[src/rtl/timing_nco.sv]
// Timing-recovery NCO: phase accumulator stepped once per input sample.
// The per-sample increment is nominal plus a scaled loop-filter correction,
// clamped to a safe range. A carry out of the accumulator marks the on-time
// symbol instant, the MSB rising without carry marks the mid-symbol instant,
// and the residual phase after a wrap is reported as the fractional interval.
module timing_nco #(
  parameter int WERR       = 18,
  parameter int PW         = 24,
  parameter int NOM_INC    = 2097152,
  parameter int CTRL_SHIFT = 4,
  parameter int INC_MIN    = 1835008,
  parameter int INC_MAX    = 2359296,
  parameter int MU_W       = 12
) (
  input  logic                   clk,
  input  logic                   reset_n,
  input  logic                   in_val_i,
  input  logic signed [WERR-1:0] ctrl_i,
  input  logic                   ctrl_val_i,
  output logic                   sym_stb_o,
  output logic                   mid_stb_o,
  output logic [MU_W-1:0]        mu_o,
  output logic [PW-1:0]          inc_o,
  output logic                   sat_o
);

  // Wide enough that nominal plus any shifted correction can never overflow.
  localparam int RW = PW + WERR + CTRL_SHIFT + 1;
  localparam logic signed [RW-1:0] C_INC_MIN = RW'(INC_MIN);
  localparam logic signed [RW-1:0] C_INC_MAX = RW'(INC_MAX);

  logic signed [WERR-1:0] r_ctrl;
  logic                   r_ctrl_upd;
  logic [PW-1:0]          r_acc;

  logic signed [RW-1:0]   w_ctrl_ext;
  logic signed [RW-1:0]   w_inc_raw;
  logic                   w_too_low;
  logic                   w_too_high;
  logic [PW-1:0]          w_inc_clamped;
  logic [PW:0]            w_sum;

  // Sign-extend first, then shift, so negative corrections stay negative.
  assign w_ctrl_ext    = RW'(r_ctrl) <<< CTRL_SHIFT;
  assign w_inc_raw     = RW'(NOM_INC) + w_ctrl_ext;
  assign w_too_low     = w_inc_raw < C_INC_MIN;
  assign w_too_high    = w_inc_raw > C_INC_MAX;
  assign w_inc_clamped = w_too_low  ? PW'(INC_MIN) :
                         w_too_high ? PW'(INC_MAX) :
                                      w_inc_raw[PW-1:0];

  // One extra bit holds the carry that marks a symbol wrap.
  assign w_sum = {1'b0, r_acc} + {1'b0, inc_o};

  // Capture the loop-filter correction and note when it was refreshed.
  // NOTE: sequential state uses non-blocking assignments so every register
  // samples pre-edge values regardless of statement order.
  always_ff @(posedge clk) begin
    if (!reset_n) begin
      r_ctrl     <= '0;
      r_ctrl_upd <= 1'b0;
    end else begin
      if (ctrl_val_i) r_ctrl <= ctrl_i;
      r_ctrl_upd <= ctrl_val_i;
    end
  end

  // Register the clamped increment; flag a clamp once per correction update.
  always_ff @(posedge clk) begin
    if (!reset_n) begin
      inc_o <= PW'(NOM_INC);
      sat_o <= 1'b0;
    end else begin
      inc_o <= w_inc_clamped;
      sat_o <= r_ctrl_upd & (w_too_low | w_too_high);
    end
  end

  // Advance the phase per sample and emit strobes one cycle after the sample.
  always_ff @(posedge clk) begin
    if (!reset_n) begin
      r_acc     <= '0;
      mu_o      <= '0;
      sym_stb_o <= 1'b0;
      mid_stb_o <= 1'b0;
    end else begin
      sym_stb_o <= in_val_i & w_sum[PW];
      mid_stb_o <= in_val_i & ~w_sum[PW] & ~r_acc[PW-1] & w_sum[PW-1];
      if (in_val_i) begin
        r_acc <= w_sum[PW-1:0];
        if (w_sum[PW]) mu_o <= w_sum[PW-1 -: MU_W];
      end
    end
  end

endmodule

[config.mk]
export PLATFORM = sky130hd
export DESIGN_NAME = timing_nco
export DESIGN_NICKNAME = d
export VERILOG_FILES = /design/src/rtl/timing_nco.sv
export SDC_FILE = /design/constraint.sdc
export NUM_CORES = 1
export LEC_CHECK = 0
export ABC_AREA = 1
export CELL_PAD_IN_SITES_DETAIL_PLACEMENT = 1
export CELL_PAD_IN_SITES_GLOBAL_PLACEMENT = 1
export CORE_MARGIN = 5
export CORE_UTILIZATION = 41
export CTS_CLUSTER_DIAMETER = 50
export DETAILED_ROUTE_END_ITERATION = 10
export GPL_TIMING_DRIVEN = 0
export HOLD_SLACK_MARGIN = 0.08
export PLACE_DENSITY = 0.91
export SYNTH_ARGS = -nofsm -noshare
export SYNTH_HDL_FRONTEND = slang
export SYNTH_SLANG_ARGS = --single-unit
[constraint.sdc]
create_clock -name clk -period 5.3 [get_ports clk]
set_input_delay 0.795 -clock clk [delete_from_list [all_inputs] [get_ports clk]]
set_output_delay 0.795 -clock clk [all_outputs]
set_load 0.02 [all_outputs]
==> impl_metrics.yaml, run 1 <==
outcome:
  status: "complete, no violations"
setup_path:
  required_ns: 5.57
  cp-start-kind: "primary input"
  cp.arrival_ns: 2.75
  cp-end-kind: "flop"
  slowest_stage: "clkdlybuf4s50_1"
  cp_cell_sequence: "clkdlybuf4s50_1 > clkbuf_1 > clkbuf_1 > o21ai_0 > a21oi_1"
  critPathMaxFanout: 10
  worst-path-buf-inv: 3
  path_delay_family: "buffers and inverters"
  r2r_slack_ns: 2.87
  cpMostUsedCell: "clkbuf_1"
  crit_type: "primary input to flop"
  slowest_delay_ns: 0.67
timing:
  rsz0062_at_grt: "false"
  finalCriticalPeriod_ns: 2.48
  relSlewSlack: 0.480
  post-route-period-util: 0.468
  finalHoldViolations: 0
  slew_viol_final: 0
  holdWs_ns: 0.464
  finalSetupViolations: 0
  worst_pin_slew_ns: 0.780
  fmax_mhz: 404
  final.setup.tns_ns: 0
  finClkSkew_ns: 0.00976
grt:
  antenna_found_initial: 0
  grt_pass1_wl_um: 21600
  grt_overflow: 0
  grt_max_degree: 13
  gr-usage-all-layers: 0.243
  grt_pass1_vias: 4251
min_path:
  hp-class: "flop to flop"
cts:
  post_cts_buffers: 0
  cts_buffers: 9
  clockRootBuffer: "clkbuf_8"
  clk_pin_slew_ns: 0.08
  cts_max_path_buffers: 2
  cts_hold_buf: 0
  cts_resized: 0
  cts.sinks: 72
  cts_tree: "yes"
  clk_latency_ns: 0.35
  htree_levels: 3
detailed_routing:
  antenna_left: 0
  drt_first_pass_iters: 5
  wl_um: 13800
  drt_iter0_markers: 178
  viasPerCell: 5.17
  routedWlPerCell_um: 17.6
  via_count: 4073
  drc: 0
logic_synthesis:
  synthArstFlopShare: 0
  ys_seq_area_frac: 0.373
  synth_commonest_cells: "nand2_1 (147), inv_1 (95), nor2_1 (85), dfxtp_1 (72), o21ai_0 (34)"
  synth_top_area_share: 0.373
  synth_edf_count: 0
  synth.largest_area_cell: "dfxtp_1"
  netlist_area_um2: 3870
  ys.flop_type: "dfxtp_1"
  synth_seq_cells: 72
  synth.most_common_cell: "nand2_1"
  syn_inst: 585
  synthDistinctLibCells: 35
  yosys_warnings: 0
  synth_area_leaders: "dfxtp_1 (37%), nand2_1 (14%), inv_1 (9.2%), nor2_1 (8.2%), ha_1 (5.8%)"
  synth_area_per_cell_um2: 6.61
die:
  core-area_um2: 9240
  die_h_um: 107
  fp.dieW_um: 107
  io_pins: 61
  die_area_um2: 11500
  start_util: 0.419
  row_count: 35
cells_and_area:
  fin_nets: 695
  syn2layout_area_growth_pct: 23.3
  fillCellCount: 1224
  drive_above_1_share: 0.0744
  antennaDiodeCount: 0
  final_core_util: 0.516
flow_run:
  drv_cap: 0
pwr:
  peakVddDrop_mv: 0.172
  p_per_area_nw_per_um2: 263
  p_leak_nw: 2.45
placement:
  dp_hpwl_um: 10200
  port_buffers: 53
  finalWeightedCongestion: 0.895
==> area by class of cell <==
type,instances,area [um^2],share of cell area
clock buffers,11,131,0.0276
well taps,129,161,0.0339
repair buffers,53,531,0.111
multi-input cells,398,1950,0.410
inverters,100,375,0.0787
clock inverters,5,57.6,0.0121
plain buffers,20,116,0.0244
flip-flops and latches,72,1440,0.302
==> registers in the layout, summed over array words and instances (netlist names) <==
signal and count:
r_acc 20, inc_o 18, r_ctrl 18, mu_o 12
mid_stb_o 1, r_ctrl_upd 1, sat_o 1, sym_stb_o 1
==> metrics by stage <==
step | total power [mW] | setup WS (ns) | instance area, um^2 | instances
floorplan | 0.732 | 3.38 | 3890 | 590
global route | 1.30 | 2.70 | 4770 | 788
finish | 1.25 | 2.82 | 4770 | 788
CTS | 1.25 | 2.82 | 4770 | 788
detailed placement | 0.814 | 2.54 | 4580 | 772
global placement | 0.800 | 2.59 | 4580 | 772
==> cell usage in the layout (no fill, tap or decap), types with 18 or more instances in the layout <==
cell             Yosys  routed
a21oi_1             29      29
inv_1               95      95
nand2_1            147     147
nor2_1              85      85
ha_1                18      18
dfxtp_1             72      72
clkdlybuf4s50_1      0      53
nand3_1             29      29
o21ai_0             34      34
==> cell families (layout without fill, tap and decap cells) <==
family,count (synthesis),count (layout),synth area share
compound gates,72,72,0.0987
xor+xnor,7,7,0.0159
fa+ha+maj,19,19,0.0634
buf+inv,120,189,0.127
flops,72,72,0.373
other cells,1,6,0.000970
simple gates,294,294,0.321
==> metal layers <==
metal | part of all wire | vias to the layer above | track usage
li1 | - | 1931 | -
met1 | 0.40 | 1974 | 0.278
met2 | 0.53 | 141 | 0.456
met3 | 0.046 | 27 | 0.0361
met4 | 0.028 | 0 | 0.0840
met5 | 0 | - | 0
==> worst min-delay path: cells and delay by family, from the launching register on <==
family	cells	cell delay (ns)
DFF	1	0.30
and+or+nand+nor	2	0.12
==> power breakdown <==
group | internal [mW] | leakage, nW | total (mW) | switching, mW
Combinational | 0.0798 | 1.78 | 0.220 | 0.140
Sequential | 0.570 | 0.591 | 0.591 | 0.0215
Clock | 0.217 | 0.0856 | 0.442 | 0.225
Total | 0.867 | 2.45 | 1.25 | 0.386
==> final timing paths <==
kind                   start         end  cells past startpoint
setup / recovery     reset_n  r_ctrl[13]                      5
hold / removal    r_ctrl_upd       sat_o                      2
setup reg to reg    inc_o[4]     mu_o[2]                     10
hold reg to reg   r_ctrl_upd       sat_o                      2
(Power assumes the default switching activity.)
==> run 2, diff against run 1 <==
CORE_UTILIZATION = 38   (was 41)
PLACE_DENSITY = 0.86   (was 0.91)
clock period = 2.6 ns   (was 5.3 ns; I/O delays follow)
==> run 2 against run 1 <==
Worst setup slack lost 2.5 ns. Non-clock buffer count is the same. Cell count grew 0.38%. Largest cell class unchanged. Die area grew 7.2%. Clock skew shrank 0.0011 ns. Count of clock-buffer cells in the layout grew 1. Combinational power grew 99%. Critical path type is now flop to flop. Sequential power grew 100%. Power grew 110%.
==> impl_metrics.yaml, run 2 (synthesis results as in run 1) <==
cts:
  clockRootBuffer: "clkbuf_8"
  cts.sinks: 72
  clk_pin_slew_ns: 0.08
  cts_buffers: 9
  clk_latency_ns: 0.36
  htree_levels: 3
  cts_hold_buf: 0
  cts_max_path_buffers: 2
  post_cts_buffers: 0
  cts_tree: "yes"
  cts_resized: 0
grt:
  use_met1: 0.219
  grt.busiest_layer: "met2"
  globalRouteMet2Util: 0.394
  antenna_found_initial: 0
  grt_pass1_vias: 4306
  grt_max_degree: 12
  grt_use_met3: 0.0431
  grt_pass1_wl_um: 20600
  grt_overflow: 0
  gr-usage-all-layers: 0.207
die:
  core-area_um2: 9860
  start_util: 0.392
  fp.dieW_um: 111
  die_area_um2: 12300
  io_pins: 61
  row_count: 36
  die_h_um: 111
detailed_routing:
  routedWlPerCell_um: 15.8
  via_count: 3898
  drc: 0
  wl_um: 12500
  antenna_left: 0
  drt_iter0_markers: 133
  viasPerCell: 4.93
  drt_first_pass_iters: 4
setup_path:
  slowest_delay_ns: 0.47
  cp-start-kind: "flop"
  crit_type: "flop to flop"
  cp-end-kind: "flop"
  critPathMaxFanout: 10
  path_delay_family: "simple AND/OR/NAND/NOR gates"
  required_ns: 2.90
  cpMostUsedCell: "nand3_1"
  cp.arrival_ns: 2.56
  cp_cell_sequence: "ha_1 > fa_1 > nand3_1 > nand3_1 > nand4_1 > nand3_2 > nand2_4 > buf_12 > nor2_2 > nor2_1"
  slowest_stage: "fa_1"
  worst-path-buf-inv: 1
cells_and_area:
  largest_register_ffs: 20
  syn2layout_area_growth_pct: 24.2
  drive_above_1_share: 0.0745
  reg_top3: "r_acc (20), inc_o (18), r_ctrl (18)"
  top_register: "r_acc"
  fin_nets: 695
  finalNonFillerCells: 791
  design_area_um2: 4800
  antennaDiodeCount: 0
  final_cell_mix: "nand2_1 (147), inv_1 (95), nor2_1 (85), dfxtp_1 (72), clkdlybuf4s50_1 (53)"
  final_common_cell: "nand2_1"
placement:
  dp_hpwl_um: 9870
  finalWeightedCongestion: 0.893
  port_buffers: 53
  dp.cells: 776
  place_area_um2: 4580
timing:
  relSlewSlack: 0.513
  finClkSkew_ns: 0.00871
  slew_viol_final: 0
  post-route-period-util: 0.872
  finalHoldViolations: 0
  final.setup.tns_ns: 0
  fmax_mhz: 441
  finalCriticalPeriod_ns: 2.27
  rsz0062_at_grt: "false"
  holdWs_ns: 0.442
  finalSetupViolations: 0
  worst_pin_slew_ns: 0.731
flow_run:
  drv_cap: 0
outcome:
  status: "complete, no violations"
pwr:
  p_per_area_nw_per_um2: 552
  peakVddDrop_mv: 0.257
  p_leak_nw: 2.48
min_path:
  hp-class: "flop to flop"
==> run 2: cell type report <==
type / count / area (um^2)
Buffer: 20 / 116
Clock buffer: 12 / 155
Clock inverter: 3 / 65.1
Fill cell: 1327 / 5060
Inverter: 100 / 375
Multi-Input combinational cell: 398 / 1950
Sequential cell: 72 / 1440
Tap cell: 133 / 166
Timing Repair Buffer: 53 / 531
==> run 2: per-layer routing <==
layer / wire length, um / part of all wire
met1: 5140 / 0.41
met2: 6480 / 0.52
met3: 511 / 0.041
met4: 400 / 0.032
met5: 0 / 0
==> run 2: power by group <==
| group | leakage (nW) | internal [mW] | switching [mW] | total, mW |
|---|---|---|---|---|
| clock network | 0.112 | 0.587 | 0.426 | 1.01 |
| logic | 1.78 | 0.163 | 0.275 | 0.438 |
| registers | 0.591 | 1.16 | 0.0403 | 1.20 |
| total | 2.48 | 1.91 | 0.742 | 2.65 |
==> run 2: per-stage QoR <==
stage                     total power, mW  setup WS [ns]   util
after CTS                            2.66          0.325  0.487
after floorplan                      1.49          0.678      -
after global placement               1.63          0.227  0.465
after global routing                 2.76          0.103  0.487
after detailed placement             1.66          0.218  0.465
final                                2.65          0.334  0.487
==> run 2: worst paths after layout <==
check | from | endpoint | slack (ns) | cells past startpoint
max | inc_o[4] | mu_o[2] | 0.33 | 10
min | mu_o[10] | mu_o[10] | 0.44 | 2
max reg2reg | inc_o[4] | mu_o[2] | 0.33 | 10
min reg2reg | mu_o[10] | mu_o[10] | 0.44 | 2
==> run 2: worst register-to-register path: stages (launching register included) <==
cell	delay, ns
dfxtp_1	0.33
ha_1	0.25
fa_1	0.47
nand3_1	0.13
nand3_1	0.16
nand4_1	0.16
nand3_2	0.19
nand2_4	0.20
buf_12	0.17
nor2_2	0.06
nor2_1	0.10
